### config.mk
export PLATFORM = sky130hd
export DESIGN_NAME = sparc_exu_div_ovfl_seq
export DESIGN_NICKNAME = d
export VERILOG_FILES = /design/src/rtl/sparc_exu_div_ovfl_seq.sv
export SDC_FILE = /design/constraint.sdc
export NUM_CORES = 1
export LEC_CHECK = 0
export BUFFER_PORTS_ARGS = -buffer_cell sky130_fd_sc_hd__clkbuf_2
export CAP_MARGIN = 15
export CORE_UTILIZATION = 24
export CTS_CLUSTER_DIAMETER = 200
export CTS_CLUSTER_SIZE = 30
export DETAILED_ROUTE_END_ITERATION = 10
export HOLD_SLACK_MARGIN = 0.08
export PLACE_DENSITY = 0.59
export SETUP_SLACK_MARGIN = 0.5
export SKIP_LAST_GASP = 1
export SYNTH_ARGS = -nofsm -noshare
export SYNTH_HDL_FRONTEND = slang
export SYNTH_SLANG_ARGS = --single-unit
### constraint.sdc
create_clock -name rclk -period 2.85 [get_ports rclk]
set_clock_uncertainty 0.15 [all_clocks]
set_input_delay 0.1425 -clock rclk [delete_from_list [all_inputs] [get_ports rclk]]
set_output_delay 0.1425 -clock rclk [all_outputs]
set_load 0.005 [all_outputs]
### src/rtl/sparc_exu_div_ovfl_seq.sv
// rtl/sparc_exu_div_ovfl_seq.sv - round-robin sequencer sharing one 32-bit all-bits-equal checker
module sparc_exu_div_ovfl_seq #(
  parameter int EQL_LAT = 0
) (
  input  logic        rclk,
  input  logic        arst_l,
  input  logic [1:0]  req_vld,
  input  logic [63:0] req0_data,
  input  logic [63:0] req1_data,
  input  logic [1:0]  req_signed,
  input  logic [1:0]  req_kill,
  output logic [1:0]  req_ack,
  output logic [31:0] eql_in,
  input  logic        eql_out,
  output logic        rsp_vld,
  output logic        rsp_id,
  output logic        rsp_ovfl,
  output logic [31:0] rsp_sat
);

  typedef enum logic [2:0] {
    S_IDLE = 3'd0,
    S_P1   = 3'd1,
    S_P1W  = 3'd2,
    S_P2   = 3'd3,
    S_P2W  = 3'd4,
    S_DONE = 3'd5
  } state_t;

  state_t      state_q, state_d;
  logic        rr_q, rr_d;
  // Only bits [63:31] of the request ever reach the checker or the saturation choice.
  logic [32:0] data_q, data_d;
  logic        sgn_q, sgn_d;
  logic        id_q, id_d;
  logic        ovfl_q, ovfl_d;
  logic [31:0] sat_q, sat_d;

  logic [1:0]  elig;
  logic        grant_vld;
  logic        grant_id;
  logic        owner_kill;
  logic        sample_p1;
  logic        sample_p2;
  logic [31:0] sat_val;
  logic        unused_low;

  assign unused_low = ^{req0_data[30:0], req1_data[30:0]};

  // Arbitration, kill detection and the cycle in which each pass reads the checker.
  always_comb begin
    elig      = req_vld & ~req_kill;
    grant_vld = |elig;
    grant_id  = (&elig) ? rr_q : elig[1];
    owner_kill = req_kill[id_q];
    sample_p1 = (EQL_LAT == 0) ? (state_q == S_P1) : (state_q == S_P1W);
    sample_p2 = (EQL_LAT == 0) ? (state_q == S_P2) : (state_q == S_P2W);
    sat_val   = !sgn_q ? 32'hFFFF_FFFF : (data_q[32] ? 32'h8000_0000 : 32'h7FFF_FFFF);
  end

  // State register and latched request context.
  always_ff @(posedge rclk or negedge arst_l) begin
    if (!arst_l) begin
      state_q <= S_IDLE;
      rr_q    <= 1'b0;
      data_q  <= '0;
      sgn_q   <= 1'b0;
      id_q    <= 1'b0;
      ovfl_q  <= 1'b0;
      sat_q   <= '0;
    end else begin
      state_q <= state_d;
      rr_q    <= rr_d;
      data_q  <= data_d;
      sgn_q   <= sgn_d;
      id_q    <= id_d;
      ovfl_q  <= ovfl_d;
      sat_q   <= sat_d;
    end
  end

  // Next state: grant in IDLE, owner kill aborts, otherwise walk the passes.
  always_comb begin
    state_d = state_q;
    rr_d    = rr_q;
    data_d  = data_q;
    sgn_d   = sgn_q;
    id_d    = id_q;
    ovfl_d  = ovfl_q;
    sat_d   = sat_q;
    if (state_q == S_IDLE) begin
      if (grant_vld) begin
        state_d = S_P1;
        rr_d    = ~grant_id;
        id_d    = grant_id;
        data_d  = grant_id ? req1_data[63:31] : req0_data[63:31];
        sgn_d   = req_signed[grant_id];
        ovfl_d  = 1'b0;
        sat_d   = '0;
      end
    end else if (owner_kill) begin
      state_d = S_IDLE;
    end else if (sample_p1) begin
      if (!sgn_q) begin
        ovfl_d  = ~(eql_out & ~data_q[32]);
        sat_d   = ~(eql_out & ~data_q[32]) ? sat_val : 32'h0;
        state_d = S_DONE;
      end else if (!eql_out) begin
        ovfl_d  = 1'b1;
        sat_d   = sat_val;
        state_d = S_DONE;
      end else begin
        state_d = S_P2;
      end
    end else if (sample_p2) begin
      ovfl_d  = ~eql_out;
      sat_d   = eql_out ? 32'h0 : sat_val;
      state_d = S_DONE;
    end else begin
      case (state_q)
        S_P1:    state_d = S_P1W;
        S_P2:    state_d = S_P2W;
        default: state_d = S_IDLE;
      endcase
    end
  end

  // Outputs: ack pulse on grant, checker operand per pass, response in DONE unless killed.
  always_comb begin
    req_ack  = 2'b00;
    eql_in   = '0;
    rsp_vld  = 1'b0;
    rsp_id   = 1'b0;
    rsp_ovfl = 1'b0;
    rsp_sat  = '0;
    case (state_q)
      S_IDLE: begin
        if (grant_vld) req_ack = grant_id ? 2'b10 : 2'b01;
      end
      S_P1, S_P1W: eql_in = data_q[32:1];
      S_P2, S_P2W: eql_in = {data_q[1], data_q[0], {30{data_q[0]}}};
      S_DONE: begin
        if (!owner_kill) begin
          rsp_vld  = 1'b1;
          rsp_id   = id_q;
          rsp_ovfl = ovfl_q;
          rsp_sat  = sat_q;
        end
      end
      default: ;
    endcase
  end

endmodule

==> flow_summary.json, run 1 <==
{
  "crit_fanout": 20,
  "netlist-cell-type-count": 36,
  "hold_viol": 0,
  "synth-edff-count": 0,
  "fin_crit_ns": 2.19,
  "rsz0062_at_grt": "no",
  "die_w_um": 106,
  "synth_common_cells": "dfrtp_1, nand2_1, a22oi_1, buf_4, o21ai_0",
  "drtPass1Iterations": 5,
  "track_usage_pct": 14.7,
  "crit_chain": "nor3b_2 > a21oi_2 > nor2b_4 > buf_6 > a21o_2 > clkbuf_2",
  "grt_remaining_overflow": 0,
  "end_kind": "output pin",
  "synthTopCellsByArea": "dfrtp_1, a22oi_1, buf_4",
  "worst-setup-path-type": "register to output pin",
  "path_buf_inv": 2,
  "cap_viol_max_count": 0,
  "cts.clk_slew.worst_paths_ns": 0.08,
  "grt_pass1_wl_um": 13000,
  "postLayoutCellArea_um2": 4080,
  "area_growth_pct": 57.0,
  "max_freq_mhz": 457,
  "finalMaxSlewViolations": 0,
  "ys_ff_latch": 42,
  "synth.largest_area_cell": "dfrtp_1",
  "vias": 2698,
  "fillers": 1053,
  "setup_viol": 0,
  "io_buffers": 143,
  "leakagePower_nw": 2.16,
  "postSynth.asyncResetShare_pct": 100,
  "die_area_um2": 11200,
  "cts-root-buf": "clkbuf_8",
  "slew_headroom_pct": 63.4,
  "num_rows": 37,
  "synthesis.nets": 412,
  "synth-main-ff-cell": "dfrtp_1",
  "drt_iter0_drc": 119,
  "antenna_found_initial": 0,
  "synth_area_um2": 2600,
  "cp-start-kind": "register",
  "min-delay-path-class": "primary input to register",
  "gp_congestion": 0.774,
  "drt_wl_total_um": 8010,
  "power_mw": 3.09,
  "netlist.area_leader.share_pct": 40.5,
  "crit_family": "simple AND/OR/NAND/NOR gates",
  "cts.sinks": 42,
  "die_h_um": 106,
  "placed_area_um2": 3190,
  "synth_cells": 275,
  "antennaDiodeCount": 0,
  "p_comb_share_pct": 49.3,
  "slowest_stage": "dfrtp_1",
  "p_int_mw": 1.90,
  "drive_gt1_share_pct": 43.8,
  "clk_latency_ns": 0.29,
  "clk_path_buf_depth": 2,
  "outcome": "finished clean",
  "seq_power_share_pct": 35.1,
  "htreeDepth": 2,
  "grt_pass1_vias": 2727,
  "powerDensity_nw_per_um2": 757,
  "io_pins": 206,
  "core_area_um2": 10400,
  "finalCritPeriodShare_pct": 76.8,
  "synth.most_common_cell": "dfrtp_1",
  "irDropWorstVdd_mv": 0.254,
  "cts_tree": "done",
  "avgRoutedWirePerCell_um": 13.5,
  "fin_setup_tns_ns": 0,
  "dp_hpwl_um": 4900,
  "cts_made_buffers": 5,
  "max_stage_delay_ns": 0.49,
  "ys_seq_area_share_pct": 40.5,
  "avgSynthCellArea_um2": 9.45,
  "multi_input_area_um2": 1200,
  "drc": 0,
  "regArea_um2": 1050,
  "netSwitchingFraction_pct": 38.6,
  "cp_data_required_time_ns": 2.56,
  "ys_warn_count": 0,
  "tightest_slew_ns": 0.549,
  "vias_per_cell": 4.55,
  "initial_core_util_pct": 24.9,
  "clock_power_share_pct": 15.6,
  "antenna_left": 0,
  "grt_max_degree": 43,
  "fin_nets": 593,
  "cp_data_arrival_time_ns": 1.90,
  "power.switching_mw": 1.19
}
## cells by family after synthesis
group	synth area share, %
AOI/OAI and AO/OA	29.5
xor gates and xnor gates	0.337
buffers and inverters	14.4
DFF	40.5
muxes	3.47
and+or+nand+nor	11.9
## sequential cells by signal, summed over array words and instances, names as in the netlist
register / flops
state_q: 3
sgn_q: 1
id_q: 1
rr_q: 1
data_q: 33
sat_q: 2
ovfl_q: 1
## layout by cell type, fill, tap and decap left out, drive strengths merged
cell type,Yosys,layout
o21ai,38,38
bufinv,0,1
clkinvlp,0,1
nor2b,4,4
o21a,1,1
xnor2,1,1
a22oi,30,30
nand2,38,38
and2,5,5
nor3b,1,1
a31oi,1,1
inv,4,4
mux2i,6,6
nor2,6,6
and4,2,2
nand4,1,1
nand2b,1,1
a221oi,2,2
buf,45,11
clkbuf,6,149
or3,1,1
dlygate4sd3,0,71
a21o,33,33
dfrtp,42,42
a21oi,3,3
nor3,1,1
mux2,2,2
o2bb2ai,1,1
## timing repair
item / CTS / global route
hold endpoints to repair: 78 / 0
buffers inserted: 0 / 3
resized for setup: 2 / 3
hold buffers: 71 / 0
setup endpoints to repair: 20 / 24
## power groups by stage
stage | logic [mW] | registers [mW] | clock network, mW
2_1_floorplan | 0.986 | 1.01 | 0
3_3_place_gp | 1.41 | 1.08 | 0
3_5_place_dp | 1.41 | 1.10 | 0
4_1_cts | 1.51 | 1.09 | 0.502
5_1_grt | 1.70 | 1.14 | 0.527
6_report | 1.52 | 1.08 | 0.481
## per-layer routing
metal / GRT usage [%] / up-vias / wire length, um
li1: - / 1304 / -
met1: 17.8 / 1270 / 3380
met2: 26.4 / 112 / 4100
met3: 2.82 / 12 / 416
met4: 3.97 / 0 / 113
met5: 0 / - / 0
## stage by stage
step	worst slack, ns	util [%]	hold slack (ns)	cells
floorplan	0.843	-	-0.303	275
global placement	0.810	30.6	0.259	510
detailed placement	0.793	30.6	0.260	510
CTS	0.550	38.5	0.0818	589
global route	0.526	39.1	0.0956	593
finish	0.661	39.1	0.0979	593
## tightest hold or removal path: cells and delay by family
family                 cells  cell delay [ns]
multiplexers               1             0.11
buffers and inverters      1             0.10
AND/OR/NAND/NOR            1             0.15
## cell type report
cell class	count	share of cell area, %
flip-flops and latches	42	25.8
clock buffers	6	1.78
inverters	4	0.368
clock inverters	2	0.921
well taps	136	4.17
repair buffers	225	37.6
multi-input cells	178	29.3
## path summary, 6_finish.rpt
check / from / to / slack (ns) / cells after the start
min: req_kill[1] / state_q[1] / 0.1 / 3
max: state_q[1] / eql_in[22] / 0.66 / 6
max reg2reg: rr_q / data_q[17] / 0.79 / 4
min reg2reg: data_q[7] / data_q[7] / 0.34 / 2
min in group asynchronous: arst_l / data_q[7] / 0.21 / 2
max in group asynchronous: arst_l / data_q[12] / 1.83 / 3
Note: power is estimated with default switching activity, not from simulation.
==> run 2: changes to the inputs <==
Settings changed: PLACE_DENSITY 0.59 to 0.61.
Clock period 2.85 ns to 2 ns, I/O delays scaled along.
==> run 2 against run 1 <==
Net effect: via count up 10%; first-iteration DRC count rose by 3.4%; power grew 81%; critical path depth stayed put; clock-buffer cell count down 1; final area rose by 18%; combinational power increased by 120%; global-route usage up 3.0 points; critical endpoint is now eql_in[24]; largest cell class unchanged; highest routed layer unchanged.
==> flow_summary.json, run 2 (synthesis gave the netlist of run 1 again) <==
{
  "dp_hpwl_um": 5100,
  "cts_made_buffers": 5,
  "tightest_slew_ns": 0.681,
  "final_common_cell": "clkbuf_2",
  "drtPass1Iterations": 4,
  "clk_path_buf_depth": 2,
  "crit_fanout": 25,
  "antenna_left": 0,
  "reg_top3": "data_q: 33 flops, state_q: 3 flops, sat_q: 2 flops",
  "antennaDiodeCount": 0,
  "drt_wl_total_um": 10100,
  "cts.sinks": 42,
  "place_ws_ns": 0.132,
  "fin_crit_ns": 1.93,
  "clk_latency_ns": 0.29,
  "layout.cells.non_filler": 623,
  "core_area_um2": 10400,
  "drt_iter0_drc": 123,
  "largest_reg_flops": 33,
  "power_mw": 5.60,
  "drive_gt1_share_pct": 58.1,
  "layout_common_cells": "clkbuf_2, dlygate4sd3_1, dfrtp_1",
  "power.switching_mw": 2.24,
  "finalMaxSlewViolations": 0,
  "hold_viol": 0,
  "drc": 0,
  "io_pins": 206,
  "area_growth_pct": 85.4,
  "slowest_stage": "dfrtp_2",
  "grt_max_degree": 29,
  "grt_pass1_wl_um": 15300,
  "irDropWorstVdd_mv": 0.400,
  "min-delay-path-class": "primary input to register",
  "postLayoutCellArea_um2": 4820,
  "crit_chain": "nor3b_4 > a21oi_4 > nor2b_4 > buf_12 > a21o_2 > clkbuf_2",
  "slew_headroom_pct": 54.6,
  "worst_r2r_endpoint": "data_q[1]",
  "vias_per_cell": 4.76,
  "powerDensity_nw_per_um2": 1160,
  "cts-root-buf": "clkbuf_8",
  "clock_power_share_pct": 9.6,
  "avgRoutedWirePerCell_um": 16.2,
  "cap_viol_max_count": 0,
  "cp-start-kind": "register",
  "finalCritPeriodShare_pct": 96.6,
  "vias": 2967,
  "hp-start": "req_kill[1]",
  "post-route-util_pct": 46.2,
  "cp_data_required_time_ns": 1.75,
  "cts.clk_slew.worst_paths_ns": 0.08,
  "grt_remaining_overflow": 0,
  "grt_pass1_vias": 3044,
  "regMostFlops": "data_q",
  "r2r-start": "state_q[2]",
  "seq_power_share_pct": 29.4,
  "max_freq_mhz": 517,
  "hold_path_depth": 4,
  "end_kind": "output pin",
  "die_w_um": 106,
  "whs_endpoint": "state_q[1]",
  "ff2ff_setup_slack_ns": 0.12,
  "io_buffers": 143,
  "initial_core_util_pct": 24.9,
  "outcome": "finished clean",
  "cp_data_arrival_time_ns": 1.68,
  "setup_viol": 0,
  "cts_tree": "done",
  "fin_hold_ws_ns": 0.141,
  "gp_congestion": 0.794,
  "r2r_cells": 9,
  "netSwitchingFraction_pct": 40.1,
  "dp.cells": 514,
  "num_rows": 37,
  "worst-setup-path-type": "register to output pin",
  "p_comb_share_pct": 61.0,
  "track_usage_pct": 17.7,
  "htreeDepth": 2,
  "p_int_mw": 3.36,
  "fin_nets": 624,
  "antenna_found_initial": 0,
  "fin_setup_tns_ns": 0,
  "die_area_um2": 11200,
  "leakagePower_nw": 2.50,
  "die_h_um": 106,
  "max_stage_delay_ns": 0.50,
  "placed_area_um2": 3260,
  "rsz0062_at_grt": "yes",
  "fillers": 986,
  "setup_slack_ns": 0.0675
}
[run 2: cell types whose count changed in the layout (fill, tap and decap cells not counted), sizes merged]
cell	before	now
buf	11	48
clkbuf	149	140
and2	5	8
clkinv	0	2
bufinv	1	0
clkinvlp	1	0
dlygate4sd3	71	70
[run 2: repair_timing]
action	in CTS	in global routing
gates resized for setup	70	63
endpoints found under the setup margin	108	109
buffers inserted	17	5
hold buffers	70	0
pin swaps	21	17
gates cloned	9	1
hold endpoints to repair	58	0
[run 2: cell type report]
| class | count | area (um2) | share of cell area (%) |
|---|---|---|---|
| clock inverter | 2 | 10.0 | 0.208 |
| sequential | 42 | 1050 | 21.9 |
| clock buffer | 5 | 68.8 | 1.43 |
| multi-input combinational | 181 | 1450 | 30.2 |
| inverter | 4 | 17.5 | 0.364 |
| timing repair buffer | 253 | 2040 | 42.4 |
| tap | 136 | 170 | 3.53 |
[run 2: worst max-delay path by stage]
stage	endpoint	startpoint	slack [ns]	cells after the start
6_report	eql_in[24]	state_q[1]	0.07	6
5_1_grt	eql_in[8]	state_q[1]	-0.02	6
4_1_cts	eql_in[22]	state_q[0]	0.09	6
3_5_place_dp	data_q[3]	rr_q	0.13	4
3_3_place_gp	data_q[1]	rr_q	0.15	4
2_1_floorplan	sat_q[30]	state_q[1]	0.44	5
[run 2: power by group through the flow]
stage               Clock (mW)  Combinational (mW)  Sequential, mW
detailed placement           0                2.13            1.55
global route             0.594                3.68            1.70
finish                   0.539                3.42            1.65
global placement             0                2.09            1.53
floorplan                    0                1.41            1.44
CTS                      0.558                3.01            1.57
[run 2: per-layer routing]
layer	GRT usage, %	routed length [um]	vias to the layer above	share of wire [%]
li1	-	-	1372	-
met1	19.9	3890	1413	39
met2	32.9	5310	148	53
met3	3.56	473	34	4.7
met4	6.55	396	0	3.9
met5	0	0	-	0
[run 2: worst max-delay path, delay by kind of cell, from the launching register on]
family,cells,cell delay (ns)
and+or+nand+nor,2,0.41
buffers and inverters,2,0.29
AOI/OAI and AO/OA,2,0.17
DFF,1,0.50
